**src/rtl/max_pool_2d_ctrl_if.sv**
```systemverilog
// Stream, frame-control and datapath-side signals of the max-pool window scheduler.
// The slave modport is the scheduler's view; the master modport is the surrounding logic.
interface max_pool_2d_ctrl_if #(
  parameter int NBITS      = 8,
  parameter int NFMAPS     = 4,
  parameter int KER_SIZE_X = 2,
  parameter int KER_SIZE_Y = 2
);
  localparam int P = NBITS * NFMAPS;
  localparam int W = P * KER_SIZE_X * KER_SIZE_Y;

  logic         start;
  logic         busy;
  logic         done;
  logic         in_valid;
  logic         in_ready;
  logic [P-1:0] in_act;
  logic [W-1:0] window_act;
  logic [P-1:0] pool_act;
  logic         out_valid;
  logic         out_ready;
  logic [P-1:0] out_act;
  logic         out_last;

  modport slave (
    input  start, in_valid, in_act, pool_act, out_ready,
    output busy, done, in_ready, window_act, out_valid, out_act, out_last
  );

  modport master (
    output start, in_valid, in_act, pool_act, out_ready,
    input  busy, done, in_ready, window_act, out_valid, out_act, out_last
  );
endinterface

```
**src/rtl/max_pool_2d_ctrl.sv**
```systemverilog
// Window scheduler for max_pool_2d: buffers KER_SIZE_Y-1 rows of a raster pixel stream,
// assembles non-overlapping windows and returns pooled pixels on a valid/ready stream.
module max_pool_2d_ctrl #(
  parameter int NBITS      = 8,
  parameter int NFMAPS     = 4,
  parameter int KER_SIZE_X = 2,
  parameter int KER_SIZE_Y = 2,
  parameter int IMG_W      = 8,
  parameter int IMG_H      = 8
) (
  input logic            clk,
  input logic            rstn,
  max_pool_2d_ctrl_if.slave bus
);
  localparam int P   = NBITS * NFMAPS;
  localparam int W   = P * KER_SIZE_X * KER_SIZE_Y;
  localparam int XW  = $clog2(IMG_W);
  localparam int YW  = $clog2(IMG_H);
  localparam int KXW = $clog2(KER_SIZE_X);
  localparam int KYW = $clog2(KER_SIZE_Y);
  localparam int RRD = KER_SIZE_X - 1;

  if (IMG_W % KER_SIZE_X != 0) begin : g_bad_w
    $error("IMG_W must be a multiple of KER_SIZE_X");
  end
  if (IMG_H % KER_SIZE_Y != 0) begin : g_bad_h
    $error("IMG_H must be a multiple of KER_SIZE_Y");
  end
  if (KER_SIZE_X < 2 || KER_SIZE_Y < 2) begin : g_bad_k
    $error("kernel dimensions below 2 are not supported");
  end

  typedef enum logic [1:0] {S_IDLE, S_RUN, S_DRAIN, S_DONE} state_t;

  state_t           state;
  logic [XW-1:0]    x_cnt;
  logic [YW-1:0]    y_cnt;
  logic [KXW-1:0]   kx_cnt;
  logic [KYW-1:0]   ky_cnt;
  logic [P-1:0]     lb [KER_SIZE_Y-1][IMG_W];
  logic [P-1:0]     rowreg [RRD];
  logic [W-1:0]     window;
  logic [W-1:0]     next_win;
  logic [XW-1:0]    xbase;
  logic             out_valid_q, out_last_q, done_q, busy_q;
  logic             accept, last_row, kx_last, x_end, y_end, win_done;

  // kx_cnt/ky_cnt track the position inside the kernel so no modulo is needed
  assign x_end    = (x_cnt == XW'(IMG_W - 1));
  assign y_end    = (y_cnt == YW'(IMG_H - 1));
  assign kx_last  = (kx_cnt == KXW'(KER_SIZE_X - 1));
  assign last_row = (ky_cnt == KYW'(KER_SIZE_Y - 1));
  assign bus.in_ready = (state == S_RUN) && !(out_valid_q && !bus.out_ready);
  assign accept   = bus.in_valid && bus.in_ready;
  assign win_done = accept && last_row && kx_last;
  assign xbase    = x_cnt - XW'(KER_SIZE_X - 1);

  always_comb begin
    next_win = '0;
    for (int r = 0; r < KER_SIZE_Y - 1; r++)
      for (int c = 0; c < KER_SIZE_X; c++)
        next_win[(r*KER_SIZE_X + c)*P +: P] = lb[r][xbase + XW'(c)];
    for (int c = 0; c < RRD; c++)
      next_win[((KER_SIZE_Y-1)*KER_SIZE_X + c)*P +: P] = rowreg[c];
    next_win[W-P +: P] = bus.in_act;
  end

  // Line buffer and row register hold data only; their contents are don't-care after reset.
  always_ff @(posedge clk) begin
    if (accept) begin
      for (int r = 0; r < KER_SIZE_Y - 1; r++)
        if (ky_cnt == KYW'(r)) lb[r][x_cnt] <= bus.in_act;
      if (last_row) begin
        for (int c = 0; c < RRD - 1; c++) rowreg[c] <= rowreg[c+1];
        rowreg[RRD-1] <= bus.in_act;
      end
    end
  end

  always_ff @(posedge clk or negedge rstn) begin
    if (!rstn) begin
      state       <= S_IDLE;
      x_cnt       <= '0;
      y_cnt       <= '0;
      kx_cnt      <= '0;
      ky_cnt      <= '0;
      window      <= '0;
      out_valid_q <= 1'b0;
      out_last_q  <= 1'b0;
      done_q      <= 1'b0;
      busy_q      <= 1'b0;
    end else begin
      done_q <= 1'b0;
      case (state)
        S_IDLE: begin
          if (bus.start) begin
            state  <= S_RUN;
            busy_q <= 1'b1;
            x_cnt  <= '0;
            y_cnt  <= '0;
            kx_cnt <= '0;
            ky_cnt <= '0;
          end
        end
        S_RUN: begin
          if (accept) begin
            if (x_end) begin
              x_cnt  <= '0;
              kx_cnt <= '0;
              y_cnt  <= y_end ? '0 : y_cnt + 1'b1;
              ky_cnt <= last_row ? '0 : ky_cnt + 1'b1;
            end else begin
              x_cnt  <= x_cnt + 1'b1;
              kx_cnt <= kx_last ? '0 : kx_cnt + 1'b1;
            end
          end
          // a new window may only land on an edge where the previous one is acknowledged
          if (win_done) begin
            window      <= next_win;
            out_valid_q <= 1'b1;
            out_last_q  <= x_end && y_end;
            if (x_end && y_end) state <= S_DRAIN;
          end else if (out_valid_q && bus.out_ready) begin
            out_valid_q <= 1'b0;
            out_last_q  <= 1'b0;
          end
        end
        S_DRAIN: begin
          if (bus.out_ready) begin
            out_valid_q <= 1'b0;
            out_last_q  <= 1'b0;
            busy_q      <= 1'b0;
            done_q      <= 1'b1;
            state       <= S_DONE;
          end
        end
        S_DONE:  state <= S_IDLE;
        default: state <= S_IDLE;
      endcase
    end
  end

  assign bus.window_act = window;
  assign bus.out_act    = bus.pool_act;
  assign bus.out_valid  = out_valid_q;
  assign bus.out_last   = out_last_q;
  assign bus.done       = done_q;
  assign bus.busy       = busy_q;
endmodule

```
**src/flat_wrapper.sv**
```systemverilog
// flat-port wrapper written by rule: the top's interface ports become plain ports
module max_pool_2d_ctrl_flat 
#(
  parameter int NBITS      = 8,
  parameter int NFMAPS     = 4,
  parameter int KER_SIZE_X = 2,
  parameter int KER_SIZE_Y = 2,
  parameter int IMG_W      = 8,
  parameter int IMG_H      = 8
)
  (clk, rstn, bus_start, bus_in_valid, bus_in_act, bus_pool_act, bus_out_ready, bus_busy, bus_done, bus_in_ready, bus_window_act, bus_out_valid, bus_out_act, bus_out_last);
  max_pool_2d_ctrl_if #(.NBITS(NBITS), .NFMAPS(NFMAPS), .KER_SIZE_X(KER_SIZE_X), .KER_SIZE_Y(KER_SIZE_Y)) bus_i ();
  input logic clk;
  input logic rstn;
  input wire logic [$bits(bus_i.start)-1:0] bus_start;
  input wire logic [$bits(bus_i.in_valid)-1:0] bus_in_valid;
  input wire logic [$bits(bus_i.in_act)-1:0] bus_in_act;
  input wire logic [$bits(bus_i.pool_act)-1:0] bus_pool_act;
  input wire logic [$bits(bus_i.out_ready)-1:0] bus_out_ready;
  output wire logic [$bits(bus_i.busy)-1:0] bus_busy;
  output wire logic [$bits(bus_i.done)-1:0] bus_done;
  output wire logic [$bits(bus_i.in_ready)-1:0] bus_in_ready;
  output wire logic [$bits(bus_i.window_act)-1:0] bus_window_act;
  output wire logic [$bits(bus_i.out_valid)-1:0] bus_out_valid;
  output wire logic [$bits(bus_i.out_act)-1:0] bus_out_act;
  output wire logic [$bits(bus_i.out_last)-1:0] bus_out_last;
  assign bus_i.start = bus_start;
  assign bus_i.in_valid = bus_in_valid;
  assign bus_i.in_act = bus_in_act;
  assign bus_i.pool_act = bus_pool_act;
  assign bus_i.out_ready = bus_out_ready;
  assign bus_busy = bus_i.busy;
  assign bus_done = bus_i.done;
  assign bus_in_ready = bus_i.in_ready;
  assign bus_window_act = bus_i.window_act;
  assign bus_out_valid = bus_i.out_valid;
  assign bus_out_act = bus_i.out_act;
  assign bus_out_last = bus_i.out_last;
  max_pool_2d_ctrl #(.NBITS(NBITS), .NFMAPS(NFMAPS), .KER_SIZE_X(KER_SIZE_X), .KER_SIZE_Y(KER_SIZE_Y), .IMG_W(IMG_W), .IMG_H(IMG_H)) u_core (.clk(clk), .rstn(rstn), .bus(bus_i));
endmodule
```
**config.mk**
```make
export PLATFORM = sky130hd
export DESIGN_NAME = max_pool_2d_ctrl_flat
export DESIGN_NICKNAME = d
export VERILOG_FILES = /design/src/rtl/max_pool_2d_ctrl_if.sv /design/src/rtl/max_pool_2d_ctrl.sv /design/src/flat_wrapper.sv
export SDC_FILE = /design/constraint.sdc
export NUM_CORES = 1
export LEC_CHECK = 0
export CAP_MARGIN = 0
export CORE_MARGIN = 3
export CORE_UTILIZATION = 60
export CTS_BUF_LIST = sky130_fd_sc_hd__clkbuf_4
export DETAILED_ROUTE_END_ITERATION = 16
export PLACE_DENSITY = 0.89
export SLEW_MARGIN = 20
export SYNTH_ARGS = -nofsm -noshare
export SYNTH_HDL_FRONTEND = slang
export SYNTH_SLANG_ARGS = --single-unit
```
**constraint.sdc**
```tcl
create_clock -name clk -period 10.5 [get_ports clk]
set_input_delay 2.625 -clock clk [delete_from_list [all_inputs] [get_ports clk]]
set_output_delay 2.625 -clock clk [all_outputs]
set_load 0.03 [all_outputs]
```
==> results of run 1 <==
through the flow:
step | cell area (um^2) | worst slack (ns) | power, mW
floorplan | 18300 | 4.55 | 4.37
global placement | 20200 | 3.65 | 5.25
detailed placement | 20200 | 3.59 | 5.33
CTS | 21600 | 3.59 | 6.72
global route | 21600 | 3.48 | 7.01
finish | 21600 | 3.58 | 6.70
critical path, cell delays in order:
cell and delay [ns]:
clkdlybuf4s50_1 0.53, nand2b_1 0.30, and2_1 0.17, clkdlybuf4s50_1 0.67
registers in the layout, indices dropped and copies added, names as in the netlist, 2 cells and up:
| signal | flops |
|---|---|
| u_core.state | 2 |
| u_core.x_cnt | 3 |
| u_core.rowreg | 32 |
| u_core.y_cnt | 3 |
| u_core.lb | 256 |
| u_core.bus.window_act | 128 |
final cells by class:
type | count | area (um^2) | area share [%]
sequential | 430 | 12200 | 56.5
multi-input combinational | 653 | 5610 | 26.0
timing repair buffer | 190 | 1860 | 8.63
clock buffer | 160 | 1200 | 5.56
tap | 390 | 488 | 2.26
clock inverter | 38 | 179 | 0.828
inverter | 11 | 41.3 | 0.191
antenna | 2 | 5.00 | 0.0232
per-layer routing:
metal  part of all wire, %  vias up  track usage, %
met1                    38     5777            35.3
met3                   9.9      124            7.09
met5                 0.030        -               0
li1                      -     4969               -
met4                   2.4        2            10.0
met2                    50      623            43.8
power groups by stage:
stage / logic [mW] / registers [mW] / clock network [mW]
after CTS: 2.99 / 2.33 / 1.40
after global placement: 2.90 / 2.34 / 0
after global routing: 3.17 / 2.34 / 1.50
after floorplan: 1.61 / 2.75 / 0
after detailed placement: 2.97 / 2.36 / 0
final: 3.01 / 2.31 / 1.38
logic make-up (layout without fill, tap and decap cells):
family / count (synthesis) / in the layout / synth area share (%)
adder cells (fa/ha/maj): 9 / 9 / 0.614
AO/OA/AOI/OAI: 140 / 140 / 5.71
AND/OR/NAND/NOR: 268 / 268 / 5.78
XOR/XNOR: 2 / 2 / 0.136
other: 0 / 2 / 0
buffers and inverters: 118 / 399 / 3.66
multiplexers: 234 / 234 / 17.6
flip-flops: 430 / 430 / 66.5
cell usage in the layout (no fill, tap or decap), types with 2 or more instances in the layout:
cell type / count
dfrtp_1: 141
clkbuf_4: 160
clkinv_1: 28
mux2_2: 34
o21ai_0: 2
nand2_1: 234
nand3_1: 2
or3_1: 2
buf_4: 20
inv_1: 9
inv_6: 4
o22ai_1: 32
o21ai_1: 33
ha_1: 8
inv_2: 2
mux4_2: 64
clkinv_2: 4
nand2b_1: 4
edfxtp_1: 288
and2_1: 3
nor2_4: 8
nor2_1: 3
a21o_1: 2
diode_2: 2
o2bb2ai_1: 2
o22a_1: 31
nor3_2: 2
mux2i_1: 103
clkdlybuf4s50_1: 168
a221o_1: 31
a21oi_1: 2
mux2_1: 33
path summary, 6_finish.rpt:
check	depth (start not counted)	slack, ns	to
min	2	0.44	u_core.bus.window_act[90]$_DFFE_PN0P_
max in group asynchronous	2	7.29	u_core.bus.window_act[63]$_DFFE_PN0P_
max	4	3.58	bus_in_ready
min in group asynchronous	1	1.87	u_core.bus.window_act[79]$_DFFE_PN0P_
max reg2reg	8	5.86	u_core.bus.window_act[17]$_DFFE_PN0P_
min reg2reg	2	0.44	u_core.bus.window_act[90]$_DFFE_PN0P_
==> flow_summary_export.csv, run 1 <==
group,metric,value,unit
run_status,outcome,"completed",
timing,finalCritPeriodShare,65.9,%
power,internal-power,4.12,mW
timing,fin_hold_ws,0.440,ns
setup_path,arrival,4.29,ns
route,drtAntennaViolNets,0,
synthesis,yosys-top-cells-area,"edfxtp_1 (47%), dfrtp_1 (19%), mux4_2 (7.9%)",
clocking,postCtsSetupBuffers,0,
timing,period_needed,6.92,ns
synthesis,synth_top_cell_by_area,"edfxtp_1",
setup_path,crit_path_start,"bus_out_ready",
floorplan,pin_count,234,
setup_path,end_kind,"output pin",
placed_design,port_buffers,169,
power,pwr-share-clk,20.6,%
clocking,cts_tree,"built",
power,p_comb_share,44.9,%
power,switching_share,38.5,%
clocking,clkLatencyLatePin,0.78,ns
clocking,cts.sinks,430,
setup_path,start_kind,"input port",
synthesis,yosysMostFrequentCell,"edfxtp_1",
route,drt-initial-drc-count,1180,
route,routedWlPerCell,23.4,um
timing,tns,0,ns
cells_and_area,nNetsFinal,1468,
synthesis,synthTopCellsByCount,"edfxtp_1 (288), nand2_1 (235), dfrtp_1 (142), mux2i_1 (103), mux4_2 (64)",
synthesis,synthesis.nets,1279,
power,ir_drop,0.000223,V
cells_and_area,num-fill-cells,1811,
clocking,clockRootBuffer,"clkbuf_4",
route,drt_wl_total,43.8,mm
global_routing,antenna_found_initial,2,
placed_design,hpwl,24.6,mm
synthesis,synth_area,18300,um^2
floorplan,start_util,61.4,%
timing,maxSlewViolCount,0,
timing,skew,0.0682,ns
synthesis,synthCells,1201,
timing,finalSetupViolCount,0,
timing,rsz0062_at_grt,"no",
floorplan,die_w,181,um
synthesis,synth_cell_types,44,
synthesis,ys_seq_elements,430,
floorplan,rows,63,
clocking,ctsResizeCount,0,
clocking,clockBufferDepth,3,
floorplan,core_area,29900,um^2
clocking,postCtsHoldBufs,0,
setup_path,path_max_fanout,6,
worst_hold_path,hold_path_class,"flop to flop",
worst_hold_path,hold_start,"u_core.rowreg[0][26]$_DFFE_PP_",
synthesis,yosysWarnings,0,
global_routing,grt-ovfl-total,0,
cells_and_area,fin_cells,1874,
floorplan,die_area,32700,um^2
timing,worstMarginPinSlew,1.08,ns
placed_design,dp.cells,1673,
floorplan,die_y,181,um
cells_and_area,area_delta_synth_final,17.7,%
power,p_sw,2.58,mW
setup_path,worstReg2RegStart,"u_core.x_cnt[0]$_DFFE_PN0P_",
cells_and_area,utilization,72.3,%
power,p_per_area,310,nW/um^2
global_routing,track_usage,26.9,%
route,vias_per_cell,6.13,
timing,relSlewSlack,27.8,%
global_routing,grt_max_degree,84,
route,drt-pass1-iter-count,5,
route,remaining_drc_errors,0,
setup_path,cp.required,7.88,ns
timing,fmax,145,MHz
clocking,htreeDepth,3,
clocking,path_clk_slew,0.07,ns
placed_design,gp_congestion,0.779,
synthesis,synth_top_area_share,47.1,%
route,vias,11495,
synthesis,ys.flop_type,"edfxtp_1",
clocking,cts_buffers,104,
global_routing,grt_first_pass_wirelength,68.4,mm
power,seqPwrFrac,34.5,%
power,p_leak,8.55,nW
synthesis,syn_avg_cell_area,15.3,um^2
setup_path,critical_path_class,"input port to output pin",
timing,hold_viol,0,
cells_and_area,drive_gt1_share,21.2,%
global_routing,grt_pass1_vias,12293,
run,drv_cap,0,
synthesis,async_flop_share,33.0,%
synthesis,ys_seq_area_share,66.5,%
synthesis,synth_edf_count,288,
(Power assumes the default switching activity.)
==> run 2: changes to the inputs <==
- CORE_UTILIZATION: 60 -> 57
- PLACE_DENSITY: 0.89 -> 0.85
- clock period: 10.5 -> 6.9 ns (I/O delays scaled with it)
==> run 2 against run 1 <==
Combinational power grew 54%. First-iteration DRC count decreased by 0.76%. Sequential cell count did not move. Highest routed layer unchanged. Register-to-register slack got worse by 3.5 ns. Largest power group unchanged. Critical path depth did not move. Die area grew 5.1%.
==> flow_summary_export.csv, run 2 (synthesized netlist as in run 1, its figures left out) <==
group,metric,value,unit
cells_and_area,largest_reg_flops,256,
timing,relSlewSlack,24.8,%
cells_and_area,multi_input_area,5610,um^2
floorplan,start_util,58.0,%
floorplan,core_area,31600,um^2
floorplan,die_area,34400,um^2
clocking,path_clk_slew,0.06,ns
route,drt-pass1-iter-count,5,
clocking,clkLatencyLatePin,0.74,ns
route,drt-initial-drc-count,1171,
global_routing,track_usage,26.0,%
route,vias_per_cell,6.11,
placed_design,hpwl,25.5,mm
timing,maxSlewViolCount,0,
cells_and_area,final_common_cell,"edfxtp_1",
global_routing,grt-ovfl-total,0,
timing,rsz0062_at_grt,"no",
global_routing,grt_max_degree,94,
clocking,postCtsHoldBufs,0,
timing,finalCritPeriodShare,74.5,%
cells_and_area,layout_common_cells,"edfxtp_1 (288), nand2_1 (234), clkbuf_4 (173)",
timing,hold_viol,0,
cells_and_area,utilization,68.9,%
timing,fin_hold_ws,0.433,ns
setup_path,cp.required,5.18,ns
global_routing,grt_pass1_vias,12176,
setup_path,end_kind,"output pin",
floorplan,pin_count,234,
setup_path,critical_path_class,"input port to output pin",
setup_path,arrival,3.42,ns
placed_design,port_buffers,169,
cells_and_area,area_delta_synth_final,18.7,%
clocking,cts_tree,"built",
setup_path,start_kind,"input port",
cells_and_area,top_register,"u_core.lb",
timing,finalSetupViolCount,0,
placed_design,place_ws,1.76,ns
setup_path,path_common_cell,"clkdlybuf4s50_1",
power,switching_share,37.8,%
clocking,ctsResizeCount,0,
timing,period_needed,5.14,ns
worst_hold_path,hold_path_class,"flop to flop",
power,internal-power,6.44,mW
route,routedWlPerCell,23.4,um
timing,fmax,195,MHz
clocking,clockRootBuffer,"clkbuf_4",
setup_path,path_max_fanout,6,
timing,worstMarginPinSlew,1.13,ns
power,p_per_area,475,nW/um^2
clocking,clockBufferDepth,3,
power,p_comb_share,44.8,%
clocking,cts.sinks,430,
cells_and_area,drive_gt1_share,21.9,%
cells_and_area,num-fill-cells,2035,
clocking,postCtsSetupBuffers,0,
power,pwr-share-clk,21.3,%
setup_path,cpMaxStageDelayCell,"clkdlybuf4s50_1",
run_status,outcome,"completed",
route,drtAntennaViolNets,0,
setup_path,slowest_delay,0.66,ns
floorplan,die_y,185,um
clocking,cts_buffers,104,
route,vias,11515,
power,p_sw,3.91,mW
power,seqPwrFrac,33.9,%
run,drv_cap,0,
cells_and_area,regArea,12200,um^2
cells_and_area,nNetsFinal,1468,
floorplan,rows,65,
placed_design,gp_congestion,0.815,
timing,tns,0,ns
global_routing,antenna_found_initial,2,
power,p_leak,8.63,nW
setup_path,cp_cell_sequence,"clkdlybuf4s50_1 -> nand2b_1 -> and2_1 -> clkdlybuf4s50_1",
global_routing,grt_first_pass_wirelength,67.9,mm
floorplan,die_w,185,um
power,ir_drop,0.000353,V
route,remaining_drc_errors,0,
route,drt_wl_total,44.0,mm
power,finalPower,10.3,mW
clocking,htreeDepth,3,
timing,fin_ws,1.76,ns
timing,skew,0.0362,ns
[run 2: per-layer routing]
metal / GRT usage (%) / wire (um) / up-vias
met5: 0 / 13 / -
met4: 9.87 / 1180 / 2
met3: 6.19 / 4120 / 113
met2: 42.1 / 21900 / 629
met1: 34.6 / 16800 / 5795
li1: - / - / 4976
[run 2: area by class of cell]
type	instances	share of cell area, %
Tap cell	402	2.31
Clock inverter	24	0.712
Inverter	11	0.190
Clock buffer	173	5.96
Timing Repair Buffer	190	9.01
Antenna cell	1	0.0115
Sequential cell	430	56.0
Multi-Input combinational cell	653	25.8
[run 2: path summary, 6_finish.rpt]
check | start | to | slack [ns] | cells past startpoint
max | bus_out_ready | bus_in_ready | 1.76 | 4
min | u_core.rowreg[0][19]$_DFFE_PP_ | u_core.bus.window_act[83]$_DFFE_PN0P_ | 0.43 | 2
max reg2reg | u_core.x_cnt[0]$_DFFE_PN0P_ | u_core.bus.window_act[21]$_DFFE_PN0P_ | 2.33 | 9
min reg2reg | u_core.rowreg[0][19]$_DFFE_PP_ | u_core.bus.window_act[83]$_DFFE_PN0P_ | 0.43 | 2
max in group asynchronous | rstn | u_core.bus.window_act[109]$_DFFE_PN0P_ | 4.41 | 2
min in group asynchronous | rstn | u_core.bus.window_act[84]$_DFFE_PN0P_ | 1.05 | 1
[run 2: power by group through the flow]
stage          registers (mW)  clock network (mW)  logic, mW
2_1_floorplan            4.19                   0       2.45
3_3_place_gp             3.58                   0       4.40
3_5_place_dp             3.60                   0       4.54
4_1_cts                  3.56                2.24       4.56
5_1_grt                  3.55                2.40       4.90
6_report                 3.51                2.21       4.63
[run 2: critical path, delay by kind of cell]
family,cells,cell delay (ns)
buffers and inverters,2,1.19
and+or+nand+nor,2,0.49
[run 2: through the flow]
step	area, um^2	std cells
floorplan	18300	1201
global placement	20200	1680
detailed placement	20300	1684
CTS	21700	1881
global route	21800	1884
finish	21800	1884
==> run 3: changes to the inputs <==
- CORE_UTILIZATION: 57 -> 52
- PLACE_DENSITY: 0.85 -> 0.82
- clock period: 6.9 -> 4.4 ns (I/O delays scaled with it)
==> run 3 against run 2 <==
Setup slack worse by 1.3 ns. First-iteration DRC count decreased by 8.7%. Die area grew 9.3%. Critical path depth did not move. Routed wire length decreased by 1.4%. Clock power is 52% higher. Combinational power is 58% higher. Worst hold slack got worse by 0.11 ns. Via count is 0.73% lower. Utilization fell by 5.5 points. Power increased by 56%. Sequential cell count did not move. Critical path type unchanged. Largest power group unchanged.
==> flow_summary_export.csv, run 3 (synthesized netlist as in run 1, its figures left out) <==
group,metric,value,unit
clocking,htreeDepth,3,
timing,period_needed,3.91,ns
cells_and_area,nNetsFinal,1483,
power,p_comb_share,45.3,%
timing,worstMarginPinSlew,1.11,ns
run_status,outcome,"completed",
timing,hold_viol,0,
floorplan,pin_count,234,
timing,tns,0,ns
route,drt_wl_total,43.4,mm
floorplan,die_w,194,um
power,seqPwrFrac,33.8,%
clocking,postCtsSetupBuffers,0,
clocking,clockBufferDepth,3,
route,routedWlPerCell,22.2,um
setup_path,path_max_fanout,6,
clocking,clkLatencyLatePin,0.78,ns
floorplan,die_area,37600,um^2
clocking,clockRootBuffer,"clkbuf_4",
cells_and_area,largest_reg_flops,256,
setup_path,worst-path-buf-inv,2,
setup_path,end_kind,"output pin",
power,ir_drop,0.000603,V
route,drt-initial-drc-count,1069,
setup_path,cp_cell_sequence,"clkdlybuf4s50_1 -> nand2b_1 -> and2_1 -> clkdlybuf4s50_1",
power,pwr-share-clk,20.9,%
placed_design,gp_congestion,0.752,
run,drv_cap,0,
clocking,path_clk_slew,0.06,ns
worst_hold_path,hold_path_class,"input port to async pin",
setup_path,cpMaxStageDelayCell,"clkdlybuf4s50_1",
placed_design,hpwl,25.1,mm
timing,finalCritPeriodShare,88.9,%
clocking,cts_buffers,108,
floorplan,rows,68,
cells_and_area,final_common_cell,"edfxtp_1",
floorplan,core_area,34600,um^2
cells_and_area,layout_common_cells,"edfxtp_1 (288), nand2_1 (234), clkdlybuf4s50_1 (168)",
timing,rsz0062_at_grt,"no",
clocking,ctsResizeCount,0,
global_routing,grt_pass1_vias,12023,
route,vias_per_cell,5.85,
global_routing,grt_max_degree,85,
floorplan,die_y,194,um
clocking,cts_tree,"built",
power,internal-power,10.0,mW
placed_design,dp.cells,1749,
route,vias,11431,
power,p_leak,8.65,nW
timing,skew,0.0430,ns
setup_path,critical_path_class,"input port to output pin",
setup_path,path_common_cell,"clkdlybuf4s50_1",
clocking,postCtsHoldBufs,0,
floorplan,start_util,53.0,%
global_routing,grt-ovfl-total,0,
route,remaining_drc_errors,0,
setup_path,cp.required,3.30,ns
setup_path,slowest_delay,0.69,ns
power,switching_share,38.0,%
global_routing,track_usage,22.8,%
route,drt-pass1-iter-count,5,
cells_and_area,top_register,"u_core.lb",
clocking,cts.sinks,430,
setup_path,arrival,2.81,ns
route,drtAntennaViolNets,0,
timing,fmax,256,MHz
timing,maxSlewViolCount,0,
setup_path,cp_top_family,"buffers and inverters",
cells_and_area,num-fill-cells,2417,
power,p_per_area,736,nW/um^2
global_routing,grt_first_pass_wirelength,67.1,mm
timing,relSlewSlack,26.1,%
placed_design,port_buffers,169,
power,p_sw,6.13,mW
global_routing,antenna_found_initial,1,
setup_path,start_kind,"input port",
cells_and_area,area_delta_synth_final,19.5,%
timing,finalSetupViolCount,0,
cells_and_area,drive_gt1_share,21.6,%
cells_and_area,fin_cells,1954,
[run 3: cell types whose count changed in the layout (fill, tap and decap cells not counted), moves of 3 or more]
cell and change:
inv_2 +3, buf_12 +9, buf_16 -4, buf_4 +6, clkbuf_4 -11, clkinv_1 +17
[run 3: cell type report]
cell class | count | area [um^2] | share of cell area [%]
inverter | 11 | 41.3 | 0.188
timing repair buffer | 201 | 2080 | 9.48
antenna | 1 | 2.50 | 0.0114
tap | 455 | 569 | 2.60
multi-input combinational | 653 | 5630 | 25.7
clock inverter | 41 | 188 | 0.856
clock buffer | 162 | 1220 | 5.55
sequential | 430 | 12200 | 55.7
[run 3: per-layer routing]
layer,vias to the layer above,routed length (um),GRT usage (%)
met3,105,3250,5.11
li1,5002,-,-
met1,5811,17400,28.9
met2,513,21500,38.3
met5,-,0,0
met4,0,1270,9.41
[run 3: stage by stage]
| step | util [%] | setup slack (ns) | instance area, um^2 | power, mW | hold slack (ns) |
|---|---|---|---|---|---|
| final | 63.3 | 0.488 | 21900 | 16.1 | 0.325 |
| after global routing | 63.3 | 0.390 | 21900 | 16.9 | 0.344 |
| after CTS | 63.2 | 0.477 | 21900 | 16.2 | 0.304 |
| after detailed placement | 59.2 | 0.485 | 20500 | 12.8 | 0.426 |
| after global placement | 59.2 | 0.501 | 20500 | 12.6 | 0.418 |
| after floorplan | - | 0.831 | 18400 | 10.4 | 0.415 |
[run 3: worst paths after layout]
path / start / to / slack [ns] / cells after the start
min in group clk: u_core.rowreg[0][30]$_DFFE_PP_ / u_core.bus.window_act[94]$_DFFE_PN0P_ / 0.43 / 2
max reg2reg: u_core.x_cnt[1]$_DFFE_PN0P_ / u_core.bus.window_act[53]$_DFFE_PN0P_ / 1.27 / 6
min: rstn / u_core.bus.window_act[111]$_DFFE_PN0P_ / 0.32 / 1
max in group asynchronous: rstn / u_core.x_cnt[0]$_DFFE_PN0P_ / 2.99 / 2
min reg2reg: u_core.rowreg[0][30]$_DFFE_PP_ / u_core.bus.window_act[94]$_DFFE_PN0P_ / 0.43 / 2
max: bus_out_ready / bus_in_ready / 0.49 / 4
[run 3: power groups by stage]
stage          Sequential (mW)  Clock [mW]  Combinational [mW]
6_report                  5.45        3.37                7.31
5_1_grt                   5.52        3.67                7.70
4_1_cts                   5.45        3.45                7.29
3_5_place_dp              5.52           0                7.26
3_3_place_gp              5.50           0                7.13
2_1_floorplan             6.57           0                3.85
